`config.mk`:
```
export PLATFORM = sky130hd
export DESIGN_NAME = ll_fifo_drain
export DESIGN_NICKNAME = d
export VERILOG_FILES = /design/src/rtl/ll_pkg.sv /design/src/rtl/ll_rr_arbiter.sv /design/src/rtl/ll_fifo_drain.sv
export SDC_FILE = /design/constraint.sdc
export NUM_CORES = 1
export LEC_CHECK = 0
export CAP_MARGIN = 5
export CORE_MARGIN = 4
export CORE_UTILIZATION = 30
export DETAILED_ROUTE_END_ITERATION = 12
export PLACE_DENSITY_LB_ADDON = 0.08
export SETUP_SLACK_MARGIN = 0.5
export SYNTH_ARGS = -nofsm -noshare
export SYNTH_HDL_FRONTEND = slang
export SYNTH_SLANG_ARGS = --single-unit
```
`constraint.sdc`:
```
create_clock -name clk -period 3.6 [get_ports clk]
set_clock_uncertainty 0.15 [all_clocks]
set_input_delay 0.72 -clock clk [delete_from_list [all_inputs] [get_ports clk]]
set_output_delay 0.72 -clock clk [all_outputs]
set_load 0.02 [all_outputs]
```
`src/rtl/ll_pkg.sv`:
```
// Shared helpers for the linked-list multi-FIFO family: index width and
// round-robin pointer increment with explicit wrap for non power-of-two counts.
package ll_pkg;

   // Depth of the drain output buffer.
   localparam int unsigned BUF_DEPTH = 2;

   // Width needed to index n FIFOs (at least one bit).
   function automatic int unsigned sel_width(input int unsigned n);
      return (n > 1) ? $clog2(n) : 1;
   endfunction

   // Next round-robin index after idx, wrapping from n-1 back to 0.
   function automatic int unsigned rr_incr(input int unsigned idx, input int unsigned n);
      return (idx + 1 >= n) ? 0 : idx + 1;
   endfunction

endpackage

```
`src/rtl/ll_rr_arbiter.sv`:
```
// Round-robin arbiter: combinational grant scanning from rr_ptr, registered
// pointer that moves past the granted index whenever a grant is consumed.
module ll_rr_arbiter
   import ll_pkg::*;
#(
   parameter int unsigned NUM_FIFOS = 2,
   parameter int unsigned SEL_WIDTH = sel_width(NUM_FIFOS)
) (
   input  logic                 clk,
   input  logic                 rst_n,
   input  logic [NUM_FIFOS-1:0] elig,
   input  logic                 advance,
   output logic [SEL_WIDTH-1:0] grant,
   output logic                 any_elig
);

   logic [SEL_WIDTH-1:0] rr_ptr_q, rr_ptr_d;

   // First eligible index at or after rr_ptr, modulo NUM_FIFOS.
   always_comb begin
      int unsigned idx;
      logic        found;
      grant = '0;
      found = 1'b0;
      idx   = 0;
      for (int unsigned k = 0; k < NUM_FIFOS; k++) begin
         idx = 32'(rr_ptr_q) + k;
         if (idx >= NUM_FIFOS) idx = idx - NUM_FIFOS;
         if (!found && elig[idx]) begin
            found = 1'b1;
            grant = SEL_WIDTH'(idx);
         end
      end
      any_elig = |elig;
   end

   // Pointer moves one past the winner on a consumed grant, holds otherwise.
   always_comb begin
      rr_ptr_d = rr_ptr_q;
      if (advance) rr_ptr_d = SEL_WIDTH'(rr_incr(32'(grant), NUM_FIFOS));
   end

   // Pointer register.
   always_ff @(posedge clk or negedge rst_n) begin
      if (!rst_n) rr_ptr_q <= '0;
      else        rr_ptr_q <= rr_ptr_d;
   end

endmodule

```
`src/rtl/ll_fifo_drain.sv`:
```
// Drains the multi-FIFO in round-robin order into a 2-entry output buffer
// presented as a valid/ready stream tagged with the source FIFO index.
// The buffer head is a register, so out_data/out_sel come straight from flops
// and out_ready never reaches pop combinationally (pop only looks at count).
module ll_fifo_drain
   import ll_pkg::*;
#(
   parameter int unsigned WIDTH     = 8,
   parameter int unsigned NUM_FIFOS = 2,
   parameter int unsigned SEL_WIDTH = sel_width(NUM_FIFOS)
) (
   input  logic                 clk,
   input  logic                 rst_n,
   input  logic [NUM_FIFOS-1:0] en,
   input  logic [NUM_FIFOS-1:0] empty,
   output logic                 pop,
   output logic [SEL_WIDTH-1:0] pop_sel,
   input  logic [WIDTH-1:0]     pop_data,
   output logic                 out_valid,
   input  logic                 out_ready,
   output logic [WIDTH-1:0]     out_data,
   output logic [SEL_WIDTH-1:0] out_sel,
   output logic                 idle
);

   localparam logic [1:0] CntFull = 2'(BUF_DEPTH);

   logic [NUM_FIFOS-1:0] elig;
   logic                 any_elig;
   logic [SEL_WIDTH-1:0] grant;
   logic                 rd;

   logic [1:0]           count_q, count_d;
   logic [WIDTH-1:0]     head_data_q, head_data_d, tail_data_q, tail_data_d;
   logic [SEL_WIDTH-1:0] head_sel_q, head_sel_d, tail_sel_q, tail_sel_d;

   assign elig = en & ~empty;

   ll_rr_arbiter #(
      .NUM_FIFOS (NUM_FIFOS),
      .SEL_WIDTH (SEL_WIDTH)
   ) u_arb (
      .clk      (clk),
      .rst_n    (rst_n),
      .elig     (elig),
      .advance  (pop),
      .grant    (grant),
      .any_elig (any_elig)
   );

   // Pop request and stream outputs; pop is held low while in reset.
   always_comb begin
      pop       = rst_n & any_elig & (count_q != CntFull);
      pop_sel   = grant;
      out_valid = (count_q != 2'd0);
      out_data  = head_data_q;
      out_sel   = head_sel_q;
      idle      = (count_q == 2'd0) & ~any_elig;
      rd        = out_valid & out_ready;
   end

   // Buffer next state: head is the oldest word, tail the second one.
   always_comb begin
      count_d     = count_q;
      head_data_d = head_data_q;
      head_sel_d  = head_sel_q;
      tail_data_d = tail_data_q;
      tail_sel_d  = tail_sel_q;
      case (count_q)
         2'd0: begin
            if (pop) begin
               head_data_d = pop_data;
               head_sel_d  = pop_sel;
               count_d     = 2'd1;
            end
         end
         2'd1: begin
            if (pop && rd) begin
               // Head leaves and the new word takes its place.
               head_data_d = pop_data;
               head_sel_d  = pop_sel;
            end else if (pop) begin
               tail_data_d = pop_data;
               tail_sel_d  = pop_sel;
               count_d     = 2'd2;
            end else if (rd) begin
               count_d = 2'd0;
            end
         end
         2'd2: begin
            // No pop is issued when full, so only a read can happen.
            if (rd) begin
               head_data_d = tail_data_q;
               head_sel_d  = tail_sel_q;
               count_d     = 2'd1;
            end
         end
         default: count_d = 2'd0;
      endcase
   end

   // Buffer registers; reset discards any buffered words.
   always_ff @(posedge clk or negedge rst_n) begin
      if (!rst_n) begin
         count_q     <= 2'd0;
         head_data_q <= '0;
         head_sel_q  <= '0;
         tail_data_q <= '0;
         tail_sel_q  <= '0;
      end else begin
         count_q     <= count_d;
         head_data_q <= head_data_d;
         head_sel_q  <= head_sel_d;
         tail_data_q <= tail_data_d;
         tail_sel_q  <= tail_sel_d;
      end
   end

endmodule

```
==> reports/qor.yml <==
worst_setup_path:
  startpoint: "empty[0]"
  r2r_start: "count_q[0]$_DFFE_PN0P_"
  startpoint_type: "primary input"
  reg2regPathDepth: 3
  worstPathMaxFanout: 3
  arrival_ns: 2.11
  worstPathRequired_ns: 2.73
  r2r_end: "tail_data_q[6]$_DFFE_PN0P_"
  path_class: "primary input to primary output"
  path_cells: "clkdlybuf4s50_1, nor2b_4, nor3_1, clkdlybuf4s50_1"
  max_stage_delay_ns: 0.63
  rrSetupSlack_ns: 1.70
  worstSetupEndpointType: "primary output"
  worst_path_max_delay_cell: "clkdlybuf4s50_1"
  cp_common_cell: "clkdlybuf4s50_1"
logic_synthesis:
  avgSynthCellArea_sq_um: 14.0
  ys_seq_elements: 21
  yosysWarnings: 0
  synthCells: 72
  synth_cell_types: 20
  syn_area_sq_mm: 0.00101
  syn_nets: 87
  seq_area_frac_synth_pct: 52.0
grt:
  grt_use_total_pct: 9.95
  grt_max_degree: 23
  grt_pass1_vias: 707
  grt_first_pass_wirelength_microns: 3280
  grt_overflow: 0
  antenna_found_initial: 0
timing:
  grt_setup_unrepaired: "no"
  timing.final.crit_share_pct: 82.8
  final_max_slew_viol_count: 0
  max_clock_freq_mhz: 335
  slew_headroom_pct: 27.0
  finalCriticalPeriod_ns: 2.98
  worst_pin_slew_ns: 1.09
  final_hold_viol_count: 0
  setup_viol: 0
  fin_setup_tns_ns: 0
power_and_ir_drop:
  p_comb_share_pct: 36.8
  pwr-share-seq_pct: 48.0
  vdd_drop_max_v: 0.000208
  switching_share_pct: 30.2
  power.density_mw_per_mm2: 544
  p_int_uw: 516
  p_sw_uw: 223
  pwr-share-clk_pct: 15.3
  power_leakage_nw: 0.571
final_layout:
  diodes: 0
  drive_gt1_share_pct: 35.9
  instances_no_fill: 147
  n_fill_cell: 312
  finalNetCount: 119
  final_util_pct: 43.4
  area_growth_pct: 34.4
drt:
  ant_nets: 0
  wl_per_cell_microns: 13.3
  routed-via-count: 654
  viasPerCell: 4.45
  drtPass1Iterations: 3
  wirelength_microns: 1960
  drc: 0
  dr.first_iter.drc_count: 7
clocking:
  cts-htree-levels: 1
  cts_made_buffers: 3
  clock_path_buffers: 2
  clock_sinks: 21
  path_clk_slew_ns: 0.11
  clock_latency_ns: 0.30
  cts_tree: "done"
  post_cts_buffers: 0
  root_buffer: "clkbuf_4"
  cts_hold_buf: 0
placed_design:
  dp_hpwl_microns: 1390
  dpl.cell_count: 143
  gp_congestion: 0.636
  port_buffers: 27
run_status:
  status: "finished clean"
worst_hold_path:
  hold_path_class: "flop to flop"
  hold_path_end: "tail_sel_q$_DFFE_PN0P_"
  hp-start: "tail_sel_q$_DFFE_PN0P_"
  hold_depth: 2
floorplan:
  initial_core_util_pct: 32.3
  fp.dieArea_sq_mm: 0.00436
  coreArea_sq_mm: 0.00313
  fp-row-count: 20
  fp.dieH_microns: 66.1
  die_w_microns: 66.1
  ioPinCount: 28
flow_run:
  drv_cap: 0
cell usage in the layout (no fill, tap or decap):
master / n
o21ai_0: 4
mux2_2: 26
or2_2: 1
nor3_1: 1
and2b_1: 1
o31ai_1: 1
clkbuf_1: 1
o21ai_4: 1
buf_4: 2
nor2_1: 1
nor2b_4: 2
clkbuf_4: 3
clkdlybuf4s50_1: 25
o21a_1: 1
nand2_1: 3
o31ai_4: 1
dlygate4sd2_1: 2
or2b_1: 1
mux2i_1: 1
o2111ai_1: 1
and2b_2: 1
inv_1: 2
dfrtp_1: 21
stage by stage:
step | power (mW) | setup slack [ns] | cell area, sq um | hold WS, ns
floorplan | 0.510 | 1.37 | 1010 | 0.274
global placement | 0.631 | 0.491 | 1340 | 0.313
detailed placement | 0.637 | 0.460 | 1340 | 0.327
CTS | 0.755 | 0.595 | 1360 | 0.358
global route | 0.791 | 0.528 | 1360 | 0.375
finish | 0.740 | 0.618 | 1360 | 0.354
worst max-delay path: cells and delay by family:
kind / cells / cell delay (ns)
simple gates: 2 / 0.24
buf+inv: 2 / 1.15
sequential cells by signal, summed over array words and instances, names as in the netlist:
signal,cells
out_data,8
tail_sel_q,1
out_sel,1
u_arb.rr_ptr_q,1
count_q,2
tail_data_q,8
routing by layer:
metal,wire length [microns],track usage [%]
met1,894,12.2
met2,896,15.8
met3,148,3.23
met4,18,4.57
met5,0,0
kinds of logic after synthesis:
family | synth area share (%)
muxes | 30.0
DFF | 52.0
and+or+nand+nor | 7.67
AOI/OAI and AO/OA | 8.05
buffers and inverters | 2.35
worst max path at each step:
stage / end / slack [ns] / depth (start not counted)
global placement: pop_sel / 0.49 / 5
global route: idle / 0.53 / 4
floorplan: idle / 1.37 / 2
detailed placement: pop / 0.46 / 5
CTS: idle / 0.60 / 4
finish: idle / 0.62 / 4
power by group through the flow:
stage | sequential (mW) | clock, mW | combinational, mW
floorplan | 0.395 | 0 | 0.116
CTS | 0.355 | 0.123 | 0.277
global route | 0.367 | 0.132 | 0.292
global placement | 0.357 | 0 | 0.274
finish | 0.355 | 0.113 | 0.272
detailed placement | 0.360 | 0 | 0.277
cells in the mapped netlist:
library cell | number | area, sq um
o31ai_1 | 1 | 7.51
mux2_2 | 26 | 293
o2111ai_1 | 1 | 8.76
mux2i_1 | 1 | 10.0
o21ai_4 | 1 | 16.3
buf_6 | 1 | 11.3
o21a_1 | 1 | 7.51
nor2_1 | 1 | 3.75
nor3_1 | 1 | 5.00
o31ai_4 | 1 | 21.3
or2b_1 | 1 | 7.51
nor2b_4 | 2 | 27.5
inv_1 | 2 | 7.51
and2b_1 | 1 | 7.51
nand2_1 | 3 | 11.3
o21ai_0 | 4 | 20.0
and2b_2 | 1 | 8.76
buf_2 | 1 | 5.00
dfrtp_1 | 21 | 526
or2_2 | 1 | 6.26
area by class of cell:
type | instances | area [sq um] | share of cell area (%)
multi-input cells | 47 | 462 | 34.0
inverters | 2 | 7.51 | 0.552
repair buffers | 29 | 283 | 20.8
flip-flops and latches | 21 | 526 | 38.7
clock buffers | 4 | 26.3 | 1.93
well taps | 44 | 55.1 | 4.05
timing repair:
| action | in CTS | in global routing |
|---|---|---|
| endpoints found under the hold margin | 0 | 0 |
| gates resized for setup | 2 | 0 |
| setup endpoints to repair | 2 | 0 |
No activity file was read; power rests on OpenSTA's default activity.
